===== src/rtl/watch_ctrl_pkg.sv =====
// Shared encodings for the watch set-mode controller: FSM states, button bit
// indices and blink_mask digit ordering {min10,min1,sec10,sec1}.
package watch_ctrl_pkg;

    typedef logic [2:0] state_t;

    localparam state_t ST_RUN      = 3'd0;
    localparam state_t ST_CAPTURE  = 3'd1;
    localparam state_t ST_EDIT_SEC = 3'd2;
    localparam state_t ST_EDIT_MIN = 3'd3;
    localparam state_t ST_COMMIT   = 3'd4;

    localparam int BTN_ENTER  = 0;
    localparam int BTN_SEL    = 1;
    localparam int BTN_INC    = 2;
    localparam int BTN_CANCEL = 3;

    localparam int DIG_SEC1  = 0;
    localparam int DIG_SEC10 = 1;
    localparam int DIG_MIN1  = 2;
    localparam int DIG_MIN10 = 3;

    // Blank both digits of the field being edited while the blink phase is high.
    function automatic logic [3:0] field_mask(input logic is_min, input logic phase);
        logic [3:0] m;
        m = 4'b0000;
        if (is_min) begin
            m[DIG_MIN10] = phase;
            m[DIG_MIN1]  = phase;
        end else begin
            m[DIG_SEC10] = phase;
            m[DIG_SEC1]  = phase;
        end
        return m;
    endfunction

endpackage


===== src/rtl/blink_gen.sv =====
// Blink phase generator: toggles phase every BLINK_MS enabled ticks.
// clear has priority and restarts the half-period with phase low.
module blink_gen #(
    parameter int BLINK_MS = 500
) (
    input  logic clk,
    input  logic reset_p,
    input  logic enable,
    input  logic clear,
    input  logic tick,
    output logic phase
);

    localparam int CW = (BLINK_MS > 1) ? $clog2(BLINK_MS) : 1;

    logic [CW-1:0] cnt;

    always_ff @(posedge clk or posedge reset_p) begin
        if (reset_p) begin
            cnt   <= '0;
            phase <= 1'b0;
        end else if (clear) begin
            cnt   <= '0;
            phase <= 1'b0;
        end else if (enable && tick) begin
            if (cnt == CW'(BLINK_MS - 1)) begin
                cnt   <= '0;
                phase <= ~phase;
            end else begin
                cnt <= cnt + 1'b1;
            end
        end
    end

endmodule


===== src/rtl/watch_set_ctrl.sv =====
// Set-mode sequencer for the mm:ss watch: capture/edit/commit/cancel FSM with
// registered strobes. Optional inactivity abort under WATCH_SET_TIMEOUT_EN.
module watch_set_ctrl
    import watch_ctrl_pkg::*;
#(
    parameter int BLINK_MS    = 500,
    parameter int TIMEOUT_SEC = 30
) (
    input  logic       clk,
    input  logic       reset_p,
    input  logic [3:0] btn_pedge,
    input  logic       clk_msec,
    input  logic       clk_sec,
    output logic       set_mode,
    output logic       set_load_en,
    output logic       cur_load_en,
    output logic       inc_sec,
    output logic       inc_min,
    output logic [3:0] blink_mask,
    output logic       timeout_pulse
);

    state_t state;
    state_t state_nx;
    logic   in_edit;
    logic   do_inc;
    logic   do_sel;
    logic   do_abort;
    logic   to_hit;
    logic   blink_clr;
    logic   phase;
    logic   phase_eff;

    assign in_edit = (state == ST_EDIT_SEC) || (state == ST_EDIT_MIN);

`ifdef WATCH_SET_TIMEOUT_EN
    localparam int TW = $clog2(TIMEOUT_SEC + 1);

    logic [TW-1:0] to_cnt;

    // Any button pulse on the terminal tick keeps the edit alive.
    assign to_hit = in_edit && clk_sec && (btn_pedge == 4'b0000)
                 && (to_cnt == TW'(TIMEOUT_SEC - 1));

    always_ff @(posedge clk or posedge reset_p) begin
        if (reset_p) begin
            to_cnt <= '0;
        end else if (!in_edit || (|btn_pedge) || to_hit) begin
            to_cnt <= '0;
        end else if (clk_sec) begin
            to_cnt <= to_cnt + 1'b1;
        end
    end
`else
    logic unused_cfg;
    assign unused_cfg = clk_sec ^ (TIMEOUT_SEC > 0);
    assign to_hit     = 1'b0;
`endif

    always_comb begin
        state_nx = state;
        do_inc   = 1'b0;
        do_sel   = 1'b0;
        do_abort = 1'b0;
        case (state)
            ST_RUN: begin
                if (btn_pedge[BTN_ENTER]) state_nx = ST_CAPTURE;
            end
            ST_CAPTURE: state_nx = ST_EDIT_SEC;
            ST_EDIT_SEC, ST_EDIT_MIN: begin
                if (btn_pedge[BTN_CANCEL]) begin
                    state_nx = ST_RUN;
                end else if (btn_pedge[BTN_ENTER]) begin
                    state_nx = ST_COMMIT;
                end else if (btn_pedge[BTN_SEL]) begin
                    do_sel   = 1'b1;
                    state_nx = (state == ST_EDIT_SEC) ? ST_EDIT_MIN : ST_EDIT_SEC;
                end else if (btn_pedge[BTN_INC]) begin
                    do_inc = 1'b1;
                end else if (to_hit) begin
                    do_abort = 1'b1;
                    state_nx = ST_RUN;
                end
            end
            ST_COMMIT: state_nx = ST_RUN;
            default:   state_nx = ST_RUN;
        endcase
    end

    // New field (or fresh edit) starts with its digits visible.
    assign blink_clr = ((state == ST_RUN) && btn_pedge[BTN_ENTER]) || do_sel;
    assign phase_eff = phase && !do_inc && !blink_clr;

    blink_gen #(
        .BLINK_MS (BLINK_MS)
    ) u_blink (
        .clk     (clk),
        .reset_p (reset_p),
        .enable  (in_edit),
        .clear   (blink_clr),
        .tick    (clk_msec),
        .phase   (phase)
    );

    always_ff @(posedge clk or posedge reset_p) begin
        if (reset_p) begin
            state <= ST_RUN;
        end else begin
            state <= state_nx;
        end
    end

    always_ff @(posedge clk or posedge reset_p) begin
        if (reset_p) begin
            set_mode      <= 1'b0;
            set_load_en   <= 1'b0;
            cur_load_en   <= 1'b0;
            inc_sec       <= 1'b0;
            inc_min       <= 1'b0;
            blink_mask    <= 4'b0000;
            timeout_pulse <= 1'b0;
        end else begin
            set_mode      <= (state_nx != ST_RUN);
            set_load_en   <= (state_nx == ST_CAPTURE);
            cur_load_en   <= (state_nx == ST_COMMIT);
            inc_sec       <= do_inc && (state == ST_EDIT_SEC);
            inc_min       <= do_inc && (state == ST_EDIT_MIN);
            timeout_pulse <= do_abort;
            if (state_nx == ST_EDIT_SEC) begin
                blink_mask <= field_mask(1'b0, phase_eff);
            end else if (state_nx == ST_EDIT_MIN) begin
                blink_mask <= field_mask(1'b1, phase_eff);
            end else begin
                blink_mask <= 4'b0000;
            end
        end
    end

endmodule

===== config.mk =====
export PLATFORM = sky130hd
export DESIGN_NAME = watch_set_ctrl
export DESIGN_NICKNAME = d
export VERILOG_FILES = /design/src/rtl/watch_ctrl_pkg.sv /design/src/rtl/blink_gen.sv /design/src/rtl/watch_set_ctrl.sv
export SDC_FILE = /design/constraint.sdc
export NUM_CORES = 1
export LEC_CHECK = 0
export BUFFER_PORTS_ARGS = -buffer_cell sky130_fd_sc_hd__buf_2
export CAP_MARGIN = 20
export CORE_AREA = 2 2 51 76
export DETAILED_ROUTE_END_ITERATION = 8
export DIE_AREA = 0 0 53 78
export SLEW_MARGIN = 20
export SYNTH_ARGS = -nofsm -noshare
export SYNTH_HDL_FRONTEND = slang
export SYNTH_SLANG_ARGS = --single-unit

===== constraint.sdc =====
create_clock -name clk -period 1.75 [get_ports clk]
set_input_delay 0.175 -clock clk [delete_from_list [all_inputs] [get_ports clk]]
set_output_delay 0.175 -clock clk [all_outputs]
set_load 0.005 [all_outputs]

=== Yosys cells after proc, flatten, opt, wreduce, memory -nomap -nowiden ===
Index checks and enable logic that the tools add are counted.

* Output and inout bits: 10
* Flip-flop bits (word level): 22

* $add $sub $neg: 1
* Muxes and demuxes: 23
* Reduce and logical (&&, ||, !) cells: 16
* Equal/unequal tests: 8
* Bitwise gates (word level): 1

{| class="wikitable"
|+ Operator list
! operator !! number
|-
| $mux 9 || 3
|-
| $mux 1 || 13
|-
| $eq 3x2->1 const B || 4
|-
| $mux 3 || 4
|-
| $add 9x1->9 const B || 1
|-
| $eq 9x9->1 const B || 1
|-
| $pmux 3 s3 || 1
|-
| $mux 4 || 2
|-
| $eq 3x1->1 const B || 2
|-
| $logic_and 1x1->1 || 6
|-
| $reduce_bool 2->1 || 2
|-
| $eq 3x3->1 const B || 1
|-
| $logic_not 3->1 || 1
|-
| $reduce_bool 3->1 || 1
|-
| $logic_not 1->1 || 2
|-
| $logic_or 1x1->1 || 2
|-
| $reduce_and 2->1 || 1
|-
| $reduce_or 2->1 || 1
|-
| $not 1->1 || 1
|}

=== Longest topological paths before layout ===
Gate-level depths: netlist (run 1).

* Word-level depth: 10
* Mapped depth: 6
* Depth with buffers taken out: 5

=== Modules after synthesis ===
A second synthesis (run 1) with hierarchy kept.

* Cell total of the unflattened synthesis: 101
* Area total of the unflattened synthesis: 1039.7 µm²

{| class="wikitable"
|+ By module, submodules not included
! module !! instances !! seq. area each (µm²) !! area an instance (µm²) !! cells an instance
|-
| blink_gen || 1 || 250.2 || 560.5 || 62
|-
| watch_set_ctrl || 1 || 250.2 || 479.2 || 39
|}

=== Least setup slack after synthesis (run 1) ===
OpenSTA, ideal clock, no wires.

* Path kind: flip-flop to flip-flop
* Start: register state[2]
* End: register u_blink.cnt[4]
* Path slack: 215 ps
* Path buffers: 1
* Cell stages (with the launch flop): 6
* Data arrival time: 1457 ps
* Required time: 1672 ps
* Cells stage by stage: dfrtp_1 nor4b_2 a311oi_2 buf_6 or3_1 a21oi_1

* Cells in the longest elaborated chain, start to end: 5
* Elaborated cells on any way between the ends: 11

{| class="wikitable"
|+ Ends and longest elaborated chain
! element !! RTL line !! RTL
|-
| from (decl) || watch_set_ctrl.sv:23 || <nowiki>state_t state;</nowiki>
|-
| from (signal assigned) || watch_set_ctrl.sv:109 || <nowiki>state <= state_nx;</nowiki>
|-
| $eq 3x2->1 || watch_set_ctrl.sv:34, watch_set_ctrl.sv:65 ||
|-
| $reduce_or 2->1 || watch_set_ctrl.sv:65 || <nowiki>case (state)</nowiki>
|-
| $mux 1 || watch_set_ctrl.sv:65 ||
|-
| $logic_or 1x1->1 || watch_set_ctrl.sv:91 || <nowiki>assign blink_clr = ((state == ST_RUN) && btn_pedge[BTN_ENTER]) || do_sel;</nowiki>
|-
| $mux 9 or $reduce_bool 2->1 (tied branches) || - ||
|-
| to (signal assigned) || blink_gen.sv:30 || <nowiki>cnt <= cnt + 1'b1;</nowiki>
|-
| to (decl) || blink_gen.sv:16 || <nowiki>logic [CW-1:0] cnt;</nowiki>
|}

Parallel ways exist; a longest one is shown, timed or not.
A chain may end at the register's enable or synchronous reset.

=== Worst setup path after layout (run 1) ===
* Start: register state[2]
* End: register u_blink.cnt[8]

The elaborated chain is that of the path after synthesis.

==> results of run 1 <==
-- worst min-delay path by stage --
stage,to,slack [ns],cells after the start
after global routing,set_load_en,0.24,2
after CTS,set_load_en,0.23,2
final,inc_sec,0.24,3
after floorplan,blink_mask[1],0.14,1
after global placement,blink_mask[2],0.21,3
after detailed placement,blink_mask[2],0.21,3
-- layout by cell type (no fill, tap or decap), types with 3 or more instances in the layout --
master	count
a21oi_1	5
and3b_1	3
buf_2	15
buf_4	7
clkbuf_8	3
dfrtp_1	19
inv_1	3
nand2_1	6
nand3_1	4
nor2_1	10
o21ai_1	5
or3_1	4
-- worst reg2reg max path: cells and delay by family, from the launching register on --
kind / cells / cell delay [ns]
flops: 1 / 0.44
compound gates: 2 / 0.24
buf+inv: 1 / 0.16
simple gates: 2 / 0.81
-- final cells by class --
type,count,area (sq um),share of cell area (%)
Clock buffer,3,41.3,3.34
Inverter,3,11.3,0.910
Multi-Input combinational cell,70,470,38.0
Sequential cell,20,502,40.5
Tap cell,42,52.6,4.25
Timing Repair Buffer,25,160,12.9
-- logic make-up (layout without fill, tap and decap cells) --
family                   Yosys count  in the layout  share of synthesized area, %
other                              1              1                         0.375
flip-flops                        20             20                          50.1
AO/OA/AOI/OAI                     17             17                          10.4
adder cells (fa/ha/maj)            1              1                          1.25
XOR/XNOR                           3              3                          2.63
multiplexers                       2              2                          2.00
AND/OR/NAND/NOR                   46             46                          27.7
buffers and inverters              8             31                          5.63
-- state kept, by name (all words and copies together) (netlist names) --
| register | flops |
|---|---|
| inc_min | 1 |
| set_load_en | 1 |
| inc_sec | 1 |
| cur_load_en | 1 |
| u_blink.phase | 1 |
| state | 3 |
| blink_mask | 2 |
| u_blink.cnt | 9 |
| set_mode | 1 |
-- where the power goes --
part | switching, mW | total (mW) | leakage (nW) | internal (mW)
sequential | 0.0581 | 0.586 | 0.271 | 0.528
clock | 0.144 | 0.297 | 0.0216 | 0.153
combinational | 0.287 | 0.541 | 0.273 | 0.255
total | 0.488 | 1.42 | 0.565 | 0.936
-- stage by stage --
step | area [sq um] | power [mW] | hold slack (ns) | setup TNS (ns) | worst slack, ns
after floorplan | 1000 | 0.875 | 0.139 | 0 | 0.215
after detailed placement | 1130 | 1.03 | 0.212 | 0 | 0.00781
final | 1240 | 1.42 | 0.240 | 0 | 0.0232
after global routing | 1240 | 1.52 | 0.239 | -0.0939 | -0.0301
after global placement | 1130 | 1.01 | 0.213 | 0 | 0.0731
after CTS | 1190 | 1.35 | 0.226 | 0 | 0.0150
-- per-layer routing --
metal	routed length [um]	share of wire, %	vias up
met2	1180	54	18
met4	85	3.9	0
met1	866	39	393
met3	65	3.0	8
met5	0	0	-
li1	-	-	395
-- repair_timing --
| item | 4_1_cts | 5_1_grt |
|---|---|---|
| setup endpoints to repair | 1 | 4 |
| hold endpoints to repair | 20 | 0 |
| cloned | 0 | 1 |
| pin swaps | 0 | 3 |
| hold buffers | 1 | 0 |
| buffers inserted | 0 | 1 |
| resized for setup | 1 | 5 |
==> flow_metrics.env, run 1 <==
export IMPL_crit_start="state[2]"
export IMPL_yosysMostFrequentCell="dfrtp_1"
export IMPL_hold_start="btn_pedge[2]"
export IMPL_cts_sinks=20
export IMPL_postLayoutCoreUtil_pct=36.2
export IMPL_worst_path_dominant_cell_family="simple AND/OR/NAND/NOR gates"
export IMPL_final_hold_viol_count=0
export IMPL_vdd_ir_drop_max_mv=0.342
export IMPL_antenna_found_initial=0
export IMPL_synthFlopType="dfrtp_1"
export IMPL_h_tree_depth=1
export IMPL_clock_latency_ns=0.25
export IMPL_clkTransAtPathRegs_ns=0.07
export IMPL_cp_num_buf_inv=1
export IMPL_timing_rr_end="u_blink.cnt[8]"
export IMPL_numPortBuffers=15
export IMPL_wl_per_cell_um=13.5
export IMPL_use_met1_pct=13.5
export IMPL_synth_common_cells="dfrtp_1 (20), nor2_1 (10), a21oi_1 (7)"
export IMPL_finalClockSkew_ns=0.00273
export IMPL_syn_num_nets=107
export IMPL_ios=18
export IMPL_yosysUniqueCellTypes=36
export IMPL_drc=0
export IMPL_grt_pass1_wl_um=3620
export IMPL_fill_cells=363
export IMPL_die_h_um=78
export IMPL_cts_tree="built"
export IMPL_die_x_um=53
export IMPL_grt_max_degree=21
export IMPL_numCtsBuffers=3
export IMPL_worstHoldPathType="input port to flip-flop"
export IMPL_cp_start_kind="flip-flop"
export IMPL_synth_edf_count=0
export IMPL_ys_seq_area_share_pct=50.1
export IMPL_root_buffer="clkbuf_8"
export IMPL_ant_nets=0
export IMPL_dr_pass1_iters=3
export IMPL_crit_required_ns=1.93
export IMPL_grt_overflow=0
export IMPL_dp_cells=157
export IMPL_syn_inst=98
export IMPL_first_iter_violations=13
export IMPL_grt_util_met2_pct=19.1
export IMPL_core_sq_um=3420
export IMPL_fin_cells=163
export IMPL_max_cap_violations=0
export IMPL_period_share_pct=98.7
export IMPL_p_leak_nw=0.565
export IMPL_cp_cell_sequence="nor4b_4, a311oi_4, buf_6, or4_1, a21oi_1"
export IMPL_r2r_start="state[2]"
export IMPL_power_density_nw_per_um2=1150
export IMPL_initial_utilization_pct=29.3
export IMPL_async_flop_share_pct=100
export IMPL_max_freq_mhz=579
export IMPL_drive_above_1_share_pct=28.9
export IMPL_crit_end="u_blink.cnt[8]"
export IMPL_layout_nets=132
export IMPL_wirelength_um=2200
export IMPL_met3_usage_pct=1.54
export IMPL_cp_slowest_cell="or4_1"
export IMPL_synthToLayoutAreaGrowth_pct=23.8
export IMPL_dieArea_sq_um=4130
export IMPL_crit_path_end_kind="flip-flop"
export IMPL_rr_worst_depth=5
export IMPL_drv_slew=0
export IMPL_setup_viol=0
export IMPL_top_usage_layer="met2"
export IMPL_status="finished clean"
export IMPL_critical_path_max_fanout=6
export IMPL_avgSynthCellArea_sq_um=10.2
export IMPL_grt_pass1_vias=831
export IMPL_dr_total_vias=814
export IMPL_vias_per_cell=4.99
export IMPL_ys_seq_elements=20
export IMPL_cp_depth=5
export IMPL_arrival_ns=1.91
export IMPL_reg2reg_slack_ns=0.02
export IMPL_hpwl_um=1590
export IMPL_cp_slowest_stage_delay_ns=0.47
export IMPL_rows=26
export IMPL_synth_top_area_cell="dfrtp_1"
export IMPL_track_usage_pct=11.7
export IMPL_yosys_warnings=0
export IMPL_antenna_cells=0
export IMPL_synth_top_area_share_pct=50.1
export IMPL_path_class="flip-flop to flip-flop"
export IMPL_synthTopCellsByArea="dfrtp_1 (50%), nor2_1 (3.8%), a21oi_1 (3.5%), and3b_1 (2.6%), o21ai_1 (2.5%)"
export IMPL_period_needed_ns=1.73
export IMPL_synth_area_sq_um=1000
export IMPL_clk_path_buf_depth=2
export IMPL_place_congestion=0.923
Note: power is estimated with default switching activity, not from simulation.
==> run 2, diff against run 1 <==
--- a/config.mk
+++ b/config.mk
@@ -5,11 +5,12 @@
 export SDC_FILE = /design/constraint.sdc
 export NUM_CORES = 1
 export LEC_CHECK = 0
-export BUFFER_PORTS_ARGS = -buffer_cell sky130_fd_sc_hd__buf_2
 export CAP_MARGIN = 20
 export CORE_AREA = 2 2 51 76
 export DETAILED_ROUTE_END_ITERATION = 8
 export DIE_AREA = 0 0 53 78
+export DONT_BUFFER_PORTS = 1
+export RECOVER_POWER = 50
 export SLEW_MARGIN = 20
 export SYNTH_ARGS = -nofsm -noshare
 export SYNTH_HDL_FRONTEND = slang
==> run 2 against run 1 <==
Compared with the run above:
- routed wire length is 3.8% lower
- sequential share of layout area up 2.1 points
- maximum frequency up 1.2%
- clock skew down 0.00086 ns
==> flow_metrics.env, run 2 (synthesized netlist as in run 1, its figures left out) <==
export IMPL_core_sq_um=3420
export IMPL_grt_pass1_wl_um=3510
export IMPL_timing_rr_end="u_blink.cnt[6]"
export IMPL_wl_per_cell_um=14.3
export IMPL_drv_slew=0
export IMPL_reg_largest_list="u_blink.cnt (9), state (3), blink_mask (2)"
export IMPL_switching_share_pct=31.3
export IMPL_clock_latency_ns=0.26
export IMPL_drive_above_1_share_pct=20.8
export IMPL_pwr_share_comb_pct=30.1
export IMPL_path_class="flip-flop to flip-flop"
export IMPL_worstHoldPathType="input port to flip-flop"
export IMPL_ant_nets=0
export IMPL_grt_overflow=0
export IMPL_crit_path_end_kind="flip-flop"
export IMPL_critical_path_max_fanout=6
export IMPL_top_register="u_blink.cnt"
export IMPL_drc=0
export IMPL_synthToLayoutAreaGrowth_pct=17.5
export IMPL_fin_tns_setup_ns=0
export IMPL_largest_register_ffs=9
export IMPL_final_cell_mix="dfrtp_1 (20), nor2_1 (10), buf_4 (7), nand2_1 (6)"
export IMPL_crit_required_ns=1.94
export IMPL_max_freq_mhz=586
export IMPL_final_hold_viol_count=0
export IMPL_max_cap_violations=0
export IMPL_hpwl_um=1470
export IMPL_layout_nets=116
export IMPL_intPower_mw=1.04
export IMPL_rows=26
export IMPL_place_congestion=0.790
export IMPL_dr_total_vias=750
export IMPL_ios=18
export IMPL_finalClockSkew_ns=0.00187
export IMPL_crit_start="state[0]"
export IMPL_grt_pass1_vias=783
export IMPL_grt_setup_unrepaired="yes"
export IMPL_track_usage_pct=11.6
export IMPL_pwr_share_clk_pct=30.8
export IMPL_use_met1_pct=10.9
export IMPL_die_x_um=53
export IMPL_holdWs_ns=0.0680
export IMPL_clk_path_buf_depth=2
export IMPL_h_tree_depth=1
export IMPL_die_h_um=78
export IMPL_root_buffer="clkbuf_8"
export IMPL_setup_viol=0
export IMPL_worst_pin_slew_ns=0.774
export IMPL_arrival_ns=1.90
export IMPL_rr_worst_depth=5
export IMPL_power_density_nw_per_um2=1280
export IMPL_numCtsBuffers=3
export IMPL_power_frac_seq_pct=39.2
export IMPL_p_leak_nw=0.503
export IMPL_p_switching_mw=0.472
export IMPL_cp_start_kind="flip-flop"
export IMPL_reg2reg_slack_ns=0.04
export IMPL_p_total_mw=1.51
export IMPL_first_iter_violations=22
export IMPL_grt_max_degree=21
export IMPL_wirelength_um=2120
export IMPL_mostFrequentLayoutCell="dfrtp_1"
export IMPL_dr_pass1_iters=4
export IMPL_dieArea_sq_um=4130
export IMPL_top_usage_layer="met2"
export IMPL_cts_tree="built"
export IMPL_antenna_found_initial=0
export IMPL_period_share_pct=97.5
export IMPL_numPortBuffers=0
export IMPL_cts_sinks=20
export IMPL_slew_headroom_pct=48.3
export IMPL_met3_usage_pct=1.35
export IMPL_stdcell_area_sq_um=1170
export IMPL_vdd_ir_drop_max_mv=0.696
export IMPL_crit_end="u_blink.cnt[6]"
export IMPL_placed_cell_area_sq_um=1060
export IMPL_clkTransAtPathRegs_ns=0.08
export IMPL_period_needed_ns=1.71
export IMPL_r2r_start="state[0]"
export IMPL_antenna_cells=0
export IMPL_status="finished clean"
export IMPL_initial_utilization_pct=29.3
export IMPL_vias_per_cell=5.07
export IMPL_grt_util_met2_pct=21.6
[run 2: how the worst min path moves through the flow]
stage,start,endpoint,slack [ns],depth (start not counted)
after floorplan,reset_p,blink_mask[1],0.14,1
after global placement,reset_p,state[0],0.24,1
after global routing,btn_pedge[0],set_load_en,0.06,1
after CTS,btn_pedge[0],set_load_en,0.07,1
final,btn_pedge[0],set_load_en,0.07,1
after detailed placement,reset_p,inc_sec,0.25,1
[run 2: metrics by stage]
step	worst slack (ns)	instances	util [%]
6_report	0.0444	148	34.4
5_1_grt	-0.0576	148	34.4
4_1_cts	0.0211	147	33.7
3_5_place_dp	0.0146	142	31.0
3_3_place_gp	0.0873	142	31.0
2_1_floorplan	0.215	98	-
[run 2: final cells by class]
cell class | instances | area (sq um)
fillers | 347 | 2240
clock buffers | 3 | 41.3
clock inverters | 1 | 30.0
repair buffers | 9 | 67.6
flip-flops and latches | 20 | 500
multi-input cells | 70 | 472
well taps | 42 | 52.6
inverters | 3 | 11.3
[run 2: metal layers]
metal	vias up	wire length (um)
met1	363	781
met4	0	55
li1	364	-
met3	4	73
met2	19	1210
met5	-	0
[run 2: timing repair]
| item | in CTS | in global routing |
|---|---|---|
| hold buffers | 1 | 0 |
| gates resized for setup | 1 | 7 |
| setup buffers | 0 | 0 |
| gates cloned | 0 | 1 |
| endpoints found under the setup margin | 1 | 4 |
| hold endpoints to repair | 20 | 0 |
| pin swaps | 0 | 4 |
[run 2: power by group through the flow]
stage,Sequential (mW),Clock (mW),Combinational (mW)
after floorplan,0.593,0,0.282
after global placement,0.591,0,0.409
after detailed placement,0.595,0,0.417
after CTS,0.593,0.469,0.429
after global routing,0.601,0.489,0.508
final,0.591,0.464,0.454
[run 2: worst max-delay path, cell delays in order, from the launching register on]
cell and delay (ns):
dfrtp_1 0.43, nor4b_4 0.33, a311oi_2 0.09, buf_4 0.19, or4_4 0.48, a21oi_2 0.12
